## src/rtl/alu_pipe.sv

```systemverilog
// alu_pipe: two-stage add/sub/and/xor ALU with valid/ready handshakes on both
// sides and a {ZF,SF,OF} condition-code register.
// Optional feature: define ALU_PIPE_CC_EN to let results with set_cc update cc
// when they leave the pipe; without it cc is tied to CC_RST and set_cc is ignored.
module alu_pipe #(
    parameter int         WIDTH  = 64,
    parameter logic [2:0] CC_RST = 3'b100
) (
    input  logic             clk,
    input  logic             rst_n,
    input  logic             in_valid,
    output logic             in_ready,
    input  logic [1:0]       in_op,
    input  logic [WIDTH-1:0] in_a,
    input  logic [WIDTH-1:0] in_b,
    input  logic             in_set_cc,
    output logic             out_valid,
    input  logic             out_ready,
    output logic [WIDTH-1:0] out_ans,
    output logic             out_ovf,
    output logic [2:0]       cc
);

    localparam logic [1:0] OP_ADD = 2'b00;
    localparam logic [1:0] OP_SUB = 2'b01;
    localparam logic [1:0] OP_AND = 2'b10;

    // Wrapping result of one operation.
    function automatic logic signed [WIDTH-1:0] alu_result(
        input logic [1:0]              op,
        input logic signed [WIDTH-1:0] a,
        input logic signed [WIDTH-1:0] b
    );
        case (op)
            OP_ADD:  return a + b;
            OP_SUB:  return a - b;
            OP_AND:  return a & b;
            default: return a ^ b;
        endcase
    endfunction

    // Signed overflow: the wrapped result's sign disagrees with what the
    // operand signs force it to be. Logic ops never overflow.
    function automatic logic alu_ovf(
        input logic [1:0]              op,
        input logic signed [WIDTH-1:0] a,
        input logic signed [WIDTH-1:0] b,
        input logic signed [WIDTH-1:0] r
    );
        case (op)
            OP_ADD:  return (a[WIDTH-1] == b[WIDTH-1]) && (r[WIDTH-1] != a[WIDTH-1]);
            OP_SUB:  return (a[WIDTH-1] != b[WIDTH-1]) && (r[WIDTH-1] != a[WIDTH-1]);
            default: return 1'b0;
        endcase
    endfunction

    // Stage 1 (operands) and stage 2 (result) state.
    logic                    vld_p1_q, vld_p1_d;
    logic [1:0]              op_p1_q;
    logic signed [WIDTH-1:0] a_p1_q;
    logic signed [WIDTH-1:0] b_p1_q;
    logic                    setcc_p1_q;

    logic                    vld_p2_q, vld_p2_d;
    logic signed [WIDTH-1:0] ans_p2_q, ans_p2_d;
    logic                    ovf_p2_q, ovf_p2_d;
    logic                    setcc_p2_q;

    logic                    adv_p2;
    logic                    acc_p1;

    // Stage 2 can take a new entry when it is empty or is being drained.
    assign adv_p2   = !vld_p2_q || out_ready;
    // Stage 1 can take a request when empty or when it moves into stage 2.
    assign in_ready = !vld_p1_q || adv_p2;
    assign acc_p1   = in_valid && in_ready;

    // Valid bits follow the handshakes; a stalled stage keeps its entry.
    always_comb begin
        vld_p1_d = vld_p1_q;
        vld_p2_d = vld_p2_q;
        if (in_ready) begin
            vld_p1_d = in_valid;
        end
        if (adv_p2) begin
            vld_p2_d = vld_p1_q;
        end
    end

    // Pipeline valid bits; reset flushes every in-flight operation.
    always_ff @(posedge clk or negedge rst_n) begin
        if (!rst_n) begin
            vld_p1_q <= 1'b0;
            vld_p2_q <= 1'b0;
        end else begin
            vld_p1_q <= vld_p1_d;
            vld_p2_q <= vld_p2_d;
        end
    end

    // ---- stage 1 -> stage 2 boundary: evaluate the ALU on registered operands
    always_comb begin
        ans_p2_d = alu_result(op_p1_q, a_p1_q, b_p1_q);
        ovf_p2_d = alu_ovf(op_p1_q, a_p1_q, b_p1_q, ans_p2_d);
    end

    // Datapath registers load only on a transfer; validity is tracked separately.
    always_ff @(posedge clk) begin
        if (acc_p1) begin
            op_p1_q    <= in_op;
            a_p1_q     <= in_a;
            b_p1_q     <= in_b;
            setcc_p1_q <= in_set_cc;
        end
        if (adv_p2 && vld_p1_q) begin
            ans_p2_q   <= ans_p2_d;
            ovf_p2_q   <= ovf_p2_d;
            setcc_p2_q <= setcc_p1_q;
        end
    end

    // ---- stage 2 -> output: result fields read as zero while nothing is presented
    assign out_valid = vld_p2_q;
    assign out_ans   = vld_p2_q ? ans_p2_q : '0;
    assign out_ovf   = vld_p2_q && ovf_p2_q;

`ifdef ALU_PIPE_CC_EN
    logic [2:0] cc_q, cc_d;

    // Flags capture the result at its output handshake when it asked for it.
    always_comb begin
        cc_d = cc_q;
        if (vld_p2_q && out_ready && setcc_p2_q) begin
            cc_d = {(ans_p2_q == '0), ans_p2_q[WIDTH-1], ovf_p2_q};
        end
    end

    // Condition-code register.
    always_ff @(posedge clk or negedge rst_n) begin
        if (!rst_n) begin
            cc_q <= CC_RST;
        end else begin
            cc_q <= cc_d;
        end
    end

    assign cc = cc_q;
`else
    // Flags are fixed; the carried set_cc bit has no consumer in this build.
    logic unused_setcc;
    assign unused_setcc = setcc_p2_q;
    assign cc = CC_RST;
`endif

endmodule

```

## config.mk

```make
export PLATFORM = sky130hd
export DESIGN_NAME = alu_pipe
export DESIGN_NICKNAME = d
export VERILOG_FILES = /design/src/rtl/alu_pipe.sv
export SDC_FILE = /design/constraint.sdc
export NUM_CORES = 1
export LEC_CHECK = 0
export ABC_AREA = 1
export CAP_MARGIN = 25
export CORE_ASPECT_RATIO = 2
export CORE_MARGIN = 8
export CORE_UTILIZATION = 55
export CTS_CLUSTER_SIZE = 16
export DETAILED_ROUTE_END_ITERATION = 7
export PLACE_DENSITY = 0.92
export SLEW_MARGIN = 10
export SYNTH_ARGS = -nofsm -noshare
export SYNTH_HDL_FRONTEND = slang
export SYNTH_SLANG_ARGS = --single-unit
```

## constraint.sdc

```tcl
create_clock -name clk -period 5.6 [get_ports clk]
set_clock_uncertainty 0.05 [all_clocks]
set_input_delay 1.68 -clock clk [delete_from_list [all_inputs] [get_ports clk]]
set_output_delay 1.68 -clock clk [all_outputs]
set_load 0.05 [all_outputs]
```

==> results.toml <==
[drt]
drt_iter0_drc = 1400
avgRoutedWirePerCell_um = 20.0
ant_nets = 0
first_pass_iters = 7
routed_wl_mm = 51.0
drc = 0
viasPerCell = 5.67
vias = 14500

[clock_network]
cts.repair.resized = 0
cts_root_buffer = "clkbuf_16"
path_clk_slew_ns = 0.08
numClockSinks = 197
postCtsHoldBufs = 0
cts_buffers = 17
cts_tree = "built"
htreeDepth = 4
post_cts_buffers = 0
insertion_delay_ns = 0.46
cts_max_path_buffers = 2

[yosys]
yosysWarnings = 0
synth_most_common_cell = "nand2_1"
async_reset_ff_share_pct = 1.02
synthFlopType = "edfxtp_1"
seq_area_frac_synth_pct = 39.1
synthTopCellsByCount = "520 x nand2_1, 295 x inv_1, 234 x nor2_1"
syn_inst = 1996
synth.area.top_cells = "edfxtp_1 39%, nand2_1 13%, ha_1 11%"
yosys_register_bits = 197
ys_types = 49
synth_largest_area_cell = "edfxtp_1"
synth_top_area_share_pct = 38.8
synth_area_mm2 = 0.0151
synth_edf_count = 195
synth_area_per_cell_um2 = 7.57

[timing]
report.final.slew_viol_count = 0
worst_slew_pin_slew_ns = 0.887
relSlewSlack_pct = 40.9
period_share_pct = 88.8
finalHoldViolations = 0
fin_crit_ns = 4.97
rsz0062_at_grt = "false"
setup_violations = 0
finalSetupTns_ns = 0
whs_ns = 0.484
max_freq_mhz = 201

[die]
num_io_pins = 205
die_w_um = 133
core_area_mm2 = 0.0273
fp-row-count = 86
start_util_pct = 55.3
dieArea_mm2 = 0.0333
fp.dieH_um = 250

[finish]
num_antenna_cells = 0
final_net_count = 2452
area_growth_pct = 19.4
instances_no_fill = 2553
drive_gt1_share_pct = 3.73

[grt]
grt_usage_pct = 30.3
grt_pass1_vias = 14700
grt_max_degree = 81
overflow = 0
grt_pass1_wl_mm = 78.0
antenna_found_initial = 1

[hold_path]
worstHoldStart = "vld_p1_q"
min_path_type = "reg -> reg"

[critical_path]
arrival_ns = 5.18
path_max_fanout = 5
critPathLaunch = "b_p1_q[9]"
end_kind = "flop"
setup.worst_path.start_class = "flop"
crit_type = "reg -> reg"
reg2reg_from = "b_p1_q[9]"
cp.required_ns = 5.81

[pwr]
power.total_mw = 5.13
p_leak_nw = 7.97
cellPowerDensity_mw_per_mm2 = 284
ir_drop_mv = 0.244

[run]
max_cap_violations = 0

[place]
dp_hpwl_mm = 41.0
gp_congestion = 1.03
portBuffers = 200
dp_cells = 2521

[status]
status = "complete, no violations"
-- where the power goes --
| group | switching [mW] | internal (mW) | leakage (nW) |
|---|---|---|---|
| sequential | 0.111 | 1.83 | 1.90 |
| clock | 0.591 | 0.578 | 0.263 |
| combinational | 1.35 | 0.665 | 5.81 |
-- through the flow --
| step | setup WS, ns | instance area [µm²] | util [%] |
|---|---|---|---|
| after floorplan | 0.161 | 15100 | - |
| after global placement | 0.720 | 17500 | 64.0 |
| after detailed placement | 0.692 | 17500 | 64.0 |
| after CTS | 0.695 | 18000 | 66.0 |
| after global routing | 0.371 | 18000 | 66.0 |
| final | 0.629 | 18000 | 66.0 |
-- worst max-delay path: stages (launching register included) --
cell      delay, ns
edfxtp_1       0.49
nor2_1         0.22
nand2_1        0.08
nor2_1         0.27
nand4_1        0.30
nor2_1         0.53
nand2_1        0.19
o21ai_1        0.38
xnor2_1        0.16
inv_1          0.06
ha_1           0.35
nand2_1        0.11
inv_2          0.08
nand3_1        0.15
nor3_1         0.27
nand2_1        0.16
nor2_1         0.11
nand2_1        0.09
nand3_1        0.11
nand3_1        0.08
nand2_1        0.20
nor2_1         0.06
nor2_1         0.25
-- routing by layer --
| layer | wire [µm] | vias up | GRT usage [%] |
|---|---|---|---|
| met5 | 0 | - | 0 |
| met4 | 2960 | 0 | 17.8 |
| met3 | 3820 | 175 | 5.88 |
| met2 | 26200 | 736 | 55.1 |
| met1 | 18000 | 6621 | 31.5 |
| li1 | - | 6946 | - |
-- cell usage in the layout (no fill, tap or decap), types with 3 or more instances in the layout --
master / synthesis / layout
conb_1: 2 / 3
o21bai_1: 25 / 25
inv_6: 0 / 5
a22o_1: 18 / 18
clkbuf_16: 0 / 17
clkinv_1: 1 / 4
xor2_1: 39 / 39
ha_1: 128 / 128
a21o_1: 7 / 7
nand2_2: 7 / 7
a31oi_1: 3 / 3
clkdlybuf4s50_1: 0 / 200
o21ai_0: 72 / 72
o211ai_1: 5 / 5
nand4_1: 18 / 18
o21ai_2: 5 / 5
or2_1: 4 / 4
inv_2: 13 / 13
nand2_1: 520 / 520
xnor2_1: 26 / 26
edfxtp_1: 195 / 195
buf_4: 3 / 8
nor2_2: 5 / 5
or2_2: 3 / 3
o21a_1: 3 / 3
inv_1: 295 / 294
nor2_1: 234 / 233
nor3_1: 20 / 20
inv_8: 0 / 3
o31ai_1: 3 / 3
nand3_1: 136 / 136
a21oi_1: 127 / 126
nand3b_1: 7 / 7
o21ai_1: 17 / 17
-- path summary, 6_finish.rpt --
check,endpoint,slack [ns],depth (start not counted)
min in group asynchronous,vld_p1_q,1.34,1
worst min-delay path,out_valid,0.48,2
max in group asynchronous,out_valid,4.02,1
worst min register to register,out_valid,0.48,2
worst max-delay path,ovf_p2_q,0.63,22
worst max register to register,ovf_p2_q,0.63,22
-- cell type report --
class	count	area [µm²]
tap	352	440
multi-input combinational	1454	7900
fill	2268	9300
timing repair buffer	209	2080
sequential	197	5910
inverter	309	1160
clock inverter	15	118
clock buffer	17	425
-- cells by family after synthesis --
logic type,synth area share (%)
compound gates,11.3
xor+xnor,3.77
fa+ha+maj,10.7
buf+inv,8.72
flops,39.1
other cells,0.0497
simple gates,26.3
-- flip-flops by register name, indices dropped and copies added (netlist names) --
name and flops:
a_p1_q 64, ans_p2_q 64, b_p1_q 64, op_p1_q 2, out_valid 1, ovf_p2_q 1, vld_p1_q 1
(Power assumes the default switching activity.)
